File: src/rtl/switch_led_sequencer.sv
`default_nettype none
// ============================================================================
// Module   : switch_led_sequencer
// Brief    : Debounces four board switches and drives four LEDs through a
//            DIRECT / CHASE / BLINK / HOLD pattern state machine.
// Revision : 1.0
// ============================================================================
module switch_led_sequencer #(
    parameter int DEBOUNCE_LIMIT = 250000,
    parameter int STEP_LIMIT     = 6250000
) (
    input  logic       i_Clk,
    input  logic       i_Rst_L,
    input  logic       i_Switch_1,
    input  logic       i_Switch_2,
    input  logic       i_Switch_3,
    input  logic       i_Switch_4,
    output logic       o_LED_1,
    output logic       o_LED_2,
    output logic       o_LED_3,
    output logic       o_LED_4,
    output logic [1:0] o_Mode
);

    localparam int c_DB_W   = $clog2(DEBOUNCE_LIMIT + 1);
    localparam int c_STEP_W = $clog2(STEP_LIMIT + 1);
    localparam logic [c_DB_W-1:0]   c_DB_LAST   = c_DB_W'(DEBOUNCE_LIMIT - 1);
    localparam logic [c_STEP_W-1:0] c_STEP_LAST = c_STEP_W'(STEP_LIMIT - 1);

    localparam logic [1:0] c_MODE_DIRECT = 2'd0;
    localparam logic [1:0] c_MODE_CHASE  = 2'd1;
    localparam logic [1:0] c_MODE_BLINK  = 2'd2;
    localparam logic [1:0] c_MODE_HOLD   = 2'd3;

    logic [3:0] w_raw;
    logic [3:0] w_db;
    logic [3:0] r_db_q;
    logic [3:0] r_press;

    assign w_raw = {i_Switch_4, i_Switch_3, i_Switch_2, i_Switch_1};

    generate
        for (genvar gi = 0; gi < 4; gi++) begin : g_debounce
            logic              r_db;
            logic [c_DB_W-1:0] r_cnt;

            always_ff @(posedge i_Clk or negedge i_Rst_L) begin
                if (!i_Rst_L) begin
                    r_db  <= 1'b0;
                    r_cnt <= '0;
                end else if (w_raw[gi] != r_db) begin
                    if (r_cnt == c_DB_LAST) begin
                        r_db  <= w_raw[gi];
                        r_cnt <= '0;
                    end else begin
                        r_cnt <= r_cnt + c_DB_W'(1);
                    end
                end else begin
                    r_cnt <= '0;
                end
            end

            assign w_db[gi] = r_db;
        end
    endgenerate

    // Press events fire one cycle after the debounced level rises.
    always_ff @(posedge i_Clk or negedge i_Rst_L) begin
        if (!i_Rst_L) begin
            r_db_q  <= 4'b0000;
            r_press <= 4'b0000;
        end else begin
            r_db_q  <= w_db;
            r_press <= w_db & ~r_db_q;
        end
    end

    logic [1:0]          r_mode;
    logic [3:0]          r_pattern;
    logic                r_reverse;
    logic                r_paused;
    logic [c_STEP_W-1:0] r_step;
    logic [3:0]          r_led;

    logic [1:0]          w_mode_nxt;
    logic [3:0]          w_pattern_nxt;
    logic                w_reverse_nxt;
    logic                w_paused_nxt;
    logic [c_STEP_W-1:0] w_step_nxt;
    logic                w_running;

    assign w_running = ((r_mode == c_MODE_CHASE) || (r_mode == c_MODE_BLINK)) && !r_paused;

    always_comb begin
        w_mode_nxt    = r_mode;
        w_pattern_nxt = r_pattern;
        w_reverse_nxt = r_reverse;
        w_paused_nxt  = r_paused;
        w_step_nxt    = r_step;
        if (r_press[3] || r_press[0]) begin
            // Switch 4 outranks switch 1; HOLD keeps the pattern already shown.
            w_mode_nxt   = r_press[3] ? c_MODE_DIRECT : r_mode + 2'd1;
            w_step_nxt   = '0;
            w_paused_nxt = 1'b0;
            if (w_mode_nxt == c_MODE_CHASE) begin
                w_pattern_nxt = 4'b0001;
                w_reverse_nxt = 1'b0;
            end else if (w_mode_nxt == c_MODE_BLINK) begin
                w_pattern_nxt = 4'b1111;
            end
        end else begin
            if (w_running) begin
                if (r_step == c_STEP_LAST) begin
                    w_step_nxt = '0;
                    if (r_mode == c_MODE_CHASE) begin
                        w_pattern_nxt = r_reverse ? {r_pattern[0], r_pattern[3:1]}
                                                  : {r_pattern[2:0], r_pattern[3]};
                    end else begin
                        w_pattern_nxt = ~r_pattern;
                    end
                end else begin
                    w_step_nxt = r_step + c_STEP_W'(1);
                end
            end
            if ((r_mode == c_MODE_CHASE) && r_press[1]) begin
                w_reverse_nxt = ~r_reverse;
            end
            if (((r_mode == c_MODE_CHASE) || (r_mode == c_MODE_BLINK)) && r_press[2]) begin
                w_paused_nxt = ~r_paused;
            end
        end
    end

    always_ff @(posedge i_Clk or negedge i_Rst_L) begin
        if (!i_Rst_L) begin
            r_mode    <= c_MODE_DIRECT;
            r_pattern <= 4'b0000;
            r_reverse <= 1'b0;
            r_paused  <= 1'b0;
            r_step    <= '0;
            r_led     <= 4'b0000;
        end else begin
            r_mode    <= w_mode_nxt;
            r_pattern <= w_pattern_nxt;
            r_reverse <= w_reverse_nxt;
            r_paused  <= w_paused_nxt;
            r_step    <= w_step_nxt;
            r_led     <= (w_mode_nxt == c_MODE_DIRECT) ? w_db : w_pattern_nxt;
        end
    end

    assign o_LED_1 = r_led[0];
    assign o_LED_2 = r_led[1];
    assign o_LED_3 = r_led[2];
    assign o_LED_4 = r_led[3];
    assign o_Mode  = r_mode;

endmodule
`default_nettype wire

File: config.mk
export PLATFORM = sky130hd
export DESIGN_NAME = switch_led_sequencer
export DESIGN_NICKNAME = d
export VERILOG_FILES = /design/src/rtl/switch_led_sequencer.sv
export SDC_FILE = /design/constraint.sdc
export NUM_CORES = 1
export LEC_CHECK = 0
export CAP_MARGIN = 10
export CORE_UTILIZATION = 55
export DETAILED_ROUTE_END_ITERATION = 8
export PLACE_DENSITY = 0.72
export SLEW_MARGIN = 10
export SYNTH_ARGS = -nofsm -noshare
export SYNTH_HDL_FRONTEND = slang
export SYNTH_SLANG_ARGS = --single-unit
File: constraint.sdc
create_clock -name i_Clk -period 7.8 [get_ports i_Clk]
set_input_delay 1.17 -clock i_Clk [delete_from_list [all_inputs] [get_ports i_Clk]]
set_output_delay 1.17 -clock i_Clk [all_outputs]
set_load 0.05 [all_outputs]
# Word-level counts from Yosys, hierarchy flattened
# Cells that the tools add are included.
# word_totals
ff_bits,119
in_bits,6
# classes
addsub,6
eq_ne,14
muxes,26
n_bitwise,5
reduce_logical,15
# ops
cell,n
18-bit 2-to-1 mux,8
"18-bit by 1-bit adder with 18-bit output, second input constant",4
"18-bit equality test, second input constant",4
23-bit 2-to-1 mux,3
4-bit 2-to-1 mux,8
"23-bit by 1-bit adder with 23-bit output, second input constant",1
"23-bit equality test, second input constant",1
2-bit AND reduction,5
4-bit inverter,2
2-bit nonzero test,3
1-bit 2-to-1 mux,5
4-bit bitwise AND,1
"2-bit by 1-bit equality test with 1-bit output, second input constant",2
"2-bit equality test, second input constant",2
2-bit 2-to-1 mux,2
1-bit != test,4
1-bit logical AND,3
"2-bit by 1-bit adder with 2-bit output, second input constant",1
2-bit zero test,1
1-bit logical OR,2
"2-bit by 1-bit != test with 1-bit output, second input constant",1
1-bit inverter,2
1-bit zero test,1

# Depth between registers and ports, before layout
# logic_depth
word_depth,7
ltp_mapped,9
ltp_nobuf,7

# Least setup slack after synthesis
# Ideal clock, no wire load.
# synth_path
path_type,register to register
start,register r_mode[0] (netlist: o_Mode[0])
end,register r_pattern[1]
arrival_time_ps,2710
t_required_ps,7676
slack_ps,4966
stages_incl_launch_ff,8
path_buffers,1
cell_sequence,dfrtp_1 ha_1 or2_1 clkbuf_1 or2_4 or4_4 a21o_1 a211o_1
# synth_via
elab_chain_len,6
elab_cells_between_ends,14
classes_between,add/sub: 1; eq/ne: 4; mux: 7; reduce/logical: 2
# synth_lines
item,line,text
from (decl),78,logic [1:0] r_mode;
from (signal assigned),136,r_mode <= c_MODE_DIRECT;
from (signal assigned),143,r_mode <= w_mode_nxt;
2-bit by 1-bit adder with 2-bit output,102,w_mode_nxt = r_press[3] ? c_MODE_DIRECT : r_mode + 2'd1;
2-bit 2-to-1 mux,102,
2-bit equality test,108,end else if (w_mode_nxt == c_MODE_BLINK) begin
4-bit 2-to-1 mux,108,
4-bit 2-to-1 mux,105,if (w_mode_nxt == c_MODE_CHASE) begin
4-bit 2-to-1 mux (*),100,if (r_press[3] || r_press[0]) begin
via w_pattern_nxt[1],86,logic [3:0] w_pattern_nxt;
to (signal assigned),144,r_pattern <= w_pattern_nxt;
to (decl),79,logic [3:0] r_pattern;
# The timed path passes the listed nets; every way through them passes the cells marked *.
# A chain may end at the register's enable or synchronous reset.

# Worst setup path after layout
# layout_path
start,register r_mode[0] (netlist: o_Mode[0])
end,output port o_Mode[0]
# layout_rtl
item,line,text
to (decl),22,output logic [1:0] o_Mode
# No word-level cell between the ends.

==> results.toml <==
[worst_setup_path]
path_max_fanout = 8
path_class = "reg2out"
cp.arrival_ps = 1870
critPathLaunchType = "flop"
critical_path.cell_chain = "clkdlybuf4s50_1"
path_delay_family = "buffers and inverters"
end_kind = "primary output"
max_stage_delay_ps = 870
crit_buf_inv = 1
crit_slowest_cell = "clkdlybuf4s50_1"
cp.required_ps = 6630

[yosys]
synth.distinct_cells = 52
ys_seq_area_share_pct = 50.7
synthesis.nets = 625
synth_ff_type = "dfrtp_1"
syn_area_mm2 = 0.00587
synth-edff-count = 0
ys_async_sr_fraction_pct = 100
syn_avg_cell_area_um2 = 9.58
ys_ff_latch = 119
syn_inst = 613
yosys_warnings = 0

[hold_path]
min_path_type = "reg2reg"

[route]
postRouteWirelength_mm = 11.6
drtIter0Drc = 218
firstDrtPassIters = 5
route.antenna.remaining_nets = 0
vias = 4427
viasPerCell = 5.72
routedWlPerCell_um = 15.0
drc_errors = 0

[global_route]
antenna_found_initial = 0
grt_overflow_total = 0
grt_pass1_vias = 4331
track_usage_pct = 23.4
grt_pass1_wl_mm = 20.2
grt_max_degree = 66

[sta]
max_freq_ghz = 0.329
setup_tns_ps = 0
grt_setup_unrepaired = "no"
hold_viol = 0
worstMarginPinSlew_ps = 1000
skew_ps = 9.65
finalCritPeriodShare_pct = 39.0
setup_violations = 0
period_minus_slack_ps = 3040
relSlewSlack_pct = 32.7
drv_slew = 0

[run]
cap_violations = 0

[finish]
final_cell_mix = "dfrtp_1, nor2_1, nand2_1"
fin_cells = 774
final_common_cell = "dfrtp_1"
nNetsFinal = 639
final_area_mm2 = 0.00669
synthToLayoutAreaGrowth_pct = 13.9
fillers = 836
num_antenna_cells = 0
drive_gt1_share_pct = 7.52

[placed_design]
hpwl_mm = 7.89
place.port_buffers = 11
globalplace.congestion = 0.936
placedCellCount = 744
placed_area_mm2 = 0.00608

[floorplanning]
dieArea_mm2 = 0.0111
die_w_um = 105
ioPinCount = 12
core_area_mm2 = 0.0103
rows = 37
die_y_um = 105
initial_core_util_pct = 56.9

[clock_tree]
cts_setup_buffers = 0
cts_hold_buf = 0
cts_htree_levels = 4
cts_root_buf = "clkbuf_8"
post_cts_resize_count = 0
cts_tree = "done"
cts_buffers = 17
clock_latency_ps = 530
clk_pin_slew_ps = 60
cts_sinks = 119
clockBufferDepth = 2

[power]
powerDensity_mw_per_mm2 = 236
ir_worst_vdd_mv = 0.212
clock_power_share_pct = 50.1
p_int_mw = 1.21
p_leak_nw = 2.85
switchingPower_mw = 0.369
power_frac_seq_pct = 42.9
combPwrFrac_pct = 7.0
swShare_pct = 23.4
power_mw = 1.58

[outcome]
status = "completed"
stage by stage:
stage	util [%]	setup slack [ps]	hold WS, ps
2_1_floorplan	-	4970	373
3_3_place_gp	58.9	4940	380
3_5_place_dp	58.9	4870	386
4_1_cts	64.7	4740	399
5_1_grt	64.8	4690	400
6_report	64.8	4760	395
routing by layer:
layer	share of wire [%]	global-route usage, %	vias to the layer above
met4	1.8	10.4	0
met2	48	37.5	93
met3	3.7	5.57	18
met5	0	0	-
met1	46	30.3	2162
li1	-	-	2154
power by group through the flow:
| stage | logic, mW | clock network (mW) | registers (mW) |
|---|---|---|---|
| CTS | 0.111 | 0.804 | 0.676 |
| finish | 0.110 | 0.790 | 0.677 |
| global route | 0.127 | 0.832 | 0.681 |
| global placement | 0.106 | 0 | 0.685 |
| floorplan | 0.0768 | 0 | 0.678 |
| detailed placement | 0.111 | 0 | 0.686 |
state kept, by name (all words and copies together) (netlist names):
register and flops:
g_debounce.r_cnt 72, r_step 23, g_debounce.r_db 4, r_db_q 4
r_led 4, r_pattern 4, r_press 4, o_Mode 2
r_paused 1, r_reverse 1
final timing paths:
check / start / end / slack, ps / cells past startpoint
worst max-delay path: o_Mode[0]$_DFF_PN0_ / o_Mode[0] / 4760 / 1
worst min-delay path: r_db_q[0]$_DFF_PN0_ / r_press[0]$_DFF_PN0_ / 390 / 1
worst max register to register: o_Mode[0]$_DFF_PN0_ / r_pattern[1]$_DFF_PN0_ / 5090 / 6
worst min register to register: r_db_q[0]$_DFF_PN0_ / r_press[0]$_DFF_PN0_ / 390 / 1
max in group asynchronous: i_Rst_L / g_debounce[3].r_cnt[13]$_DFF_PN0_ / 5880 / 2
min in group asynchronous: i_Rst_L / r_pattern[2]$_DFF_PN0_ / 680 / 1
kinds of logic (layout without fill, tap and decap cells):
family,Yosys count,in the layout,share of synthesized area (%)
AND/OR/NAND/NOR,312,312,26.7
flip-flops,119,119,50.7
XOR/XNOR,79,79,11.8
AO/OA/AOI/OAI,55,55,5.71
buffers and inverters,34,59,2.34
multiplexers,8,8,1.49
adder cells (fa/ha/maj),6,6,1.28
synth_stat cells (all sizes together), types with 7 or more instances:
library cell / count / area (µm²)
dfrtp: 119 / 2980
nor2: 112 / 420
nand2: 47 / 176
nand3: 45 / 225
xor2: 45 / 394
xnor2: 34 / 298
nand4: 20 / 140
inv: 17 / 63.8
nor4: 15 / 93.8
o21ai: 15 / 75.1
a21oi: 14 / 70.1
nor3: 14 / 70.1
clkbuf: 12 / 45.0
a31oi: 10 / 62.6
and3: 10 / 63.8
and4: 8 / 70.1
nand2b: 7 / 43.8
or2: 7 / 46.3
cell type report:
| cell class | count | area (µm²) | area share (%) |
|---|---|---|---|
| sequential | 119 | 2980 | 44.5 |
| multi-input combinational | 460 | 2760 | 41.3 |
| clock buffer | 20 | 445 | 6.66 |
| tap | 136 | 170 | 2.55 |
| clock inverter | 10 | 153 | 2.28 |
| timing repair buffer | 12 | 115 | 1.72 |
| inverter | 17 | 63.8 | 0.955 |
Power figures use the tool's default switching activity.
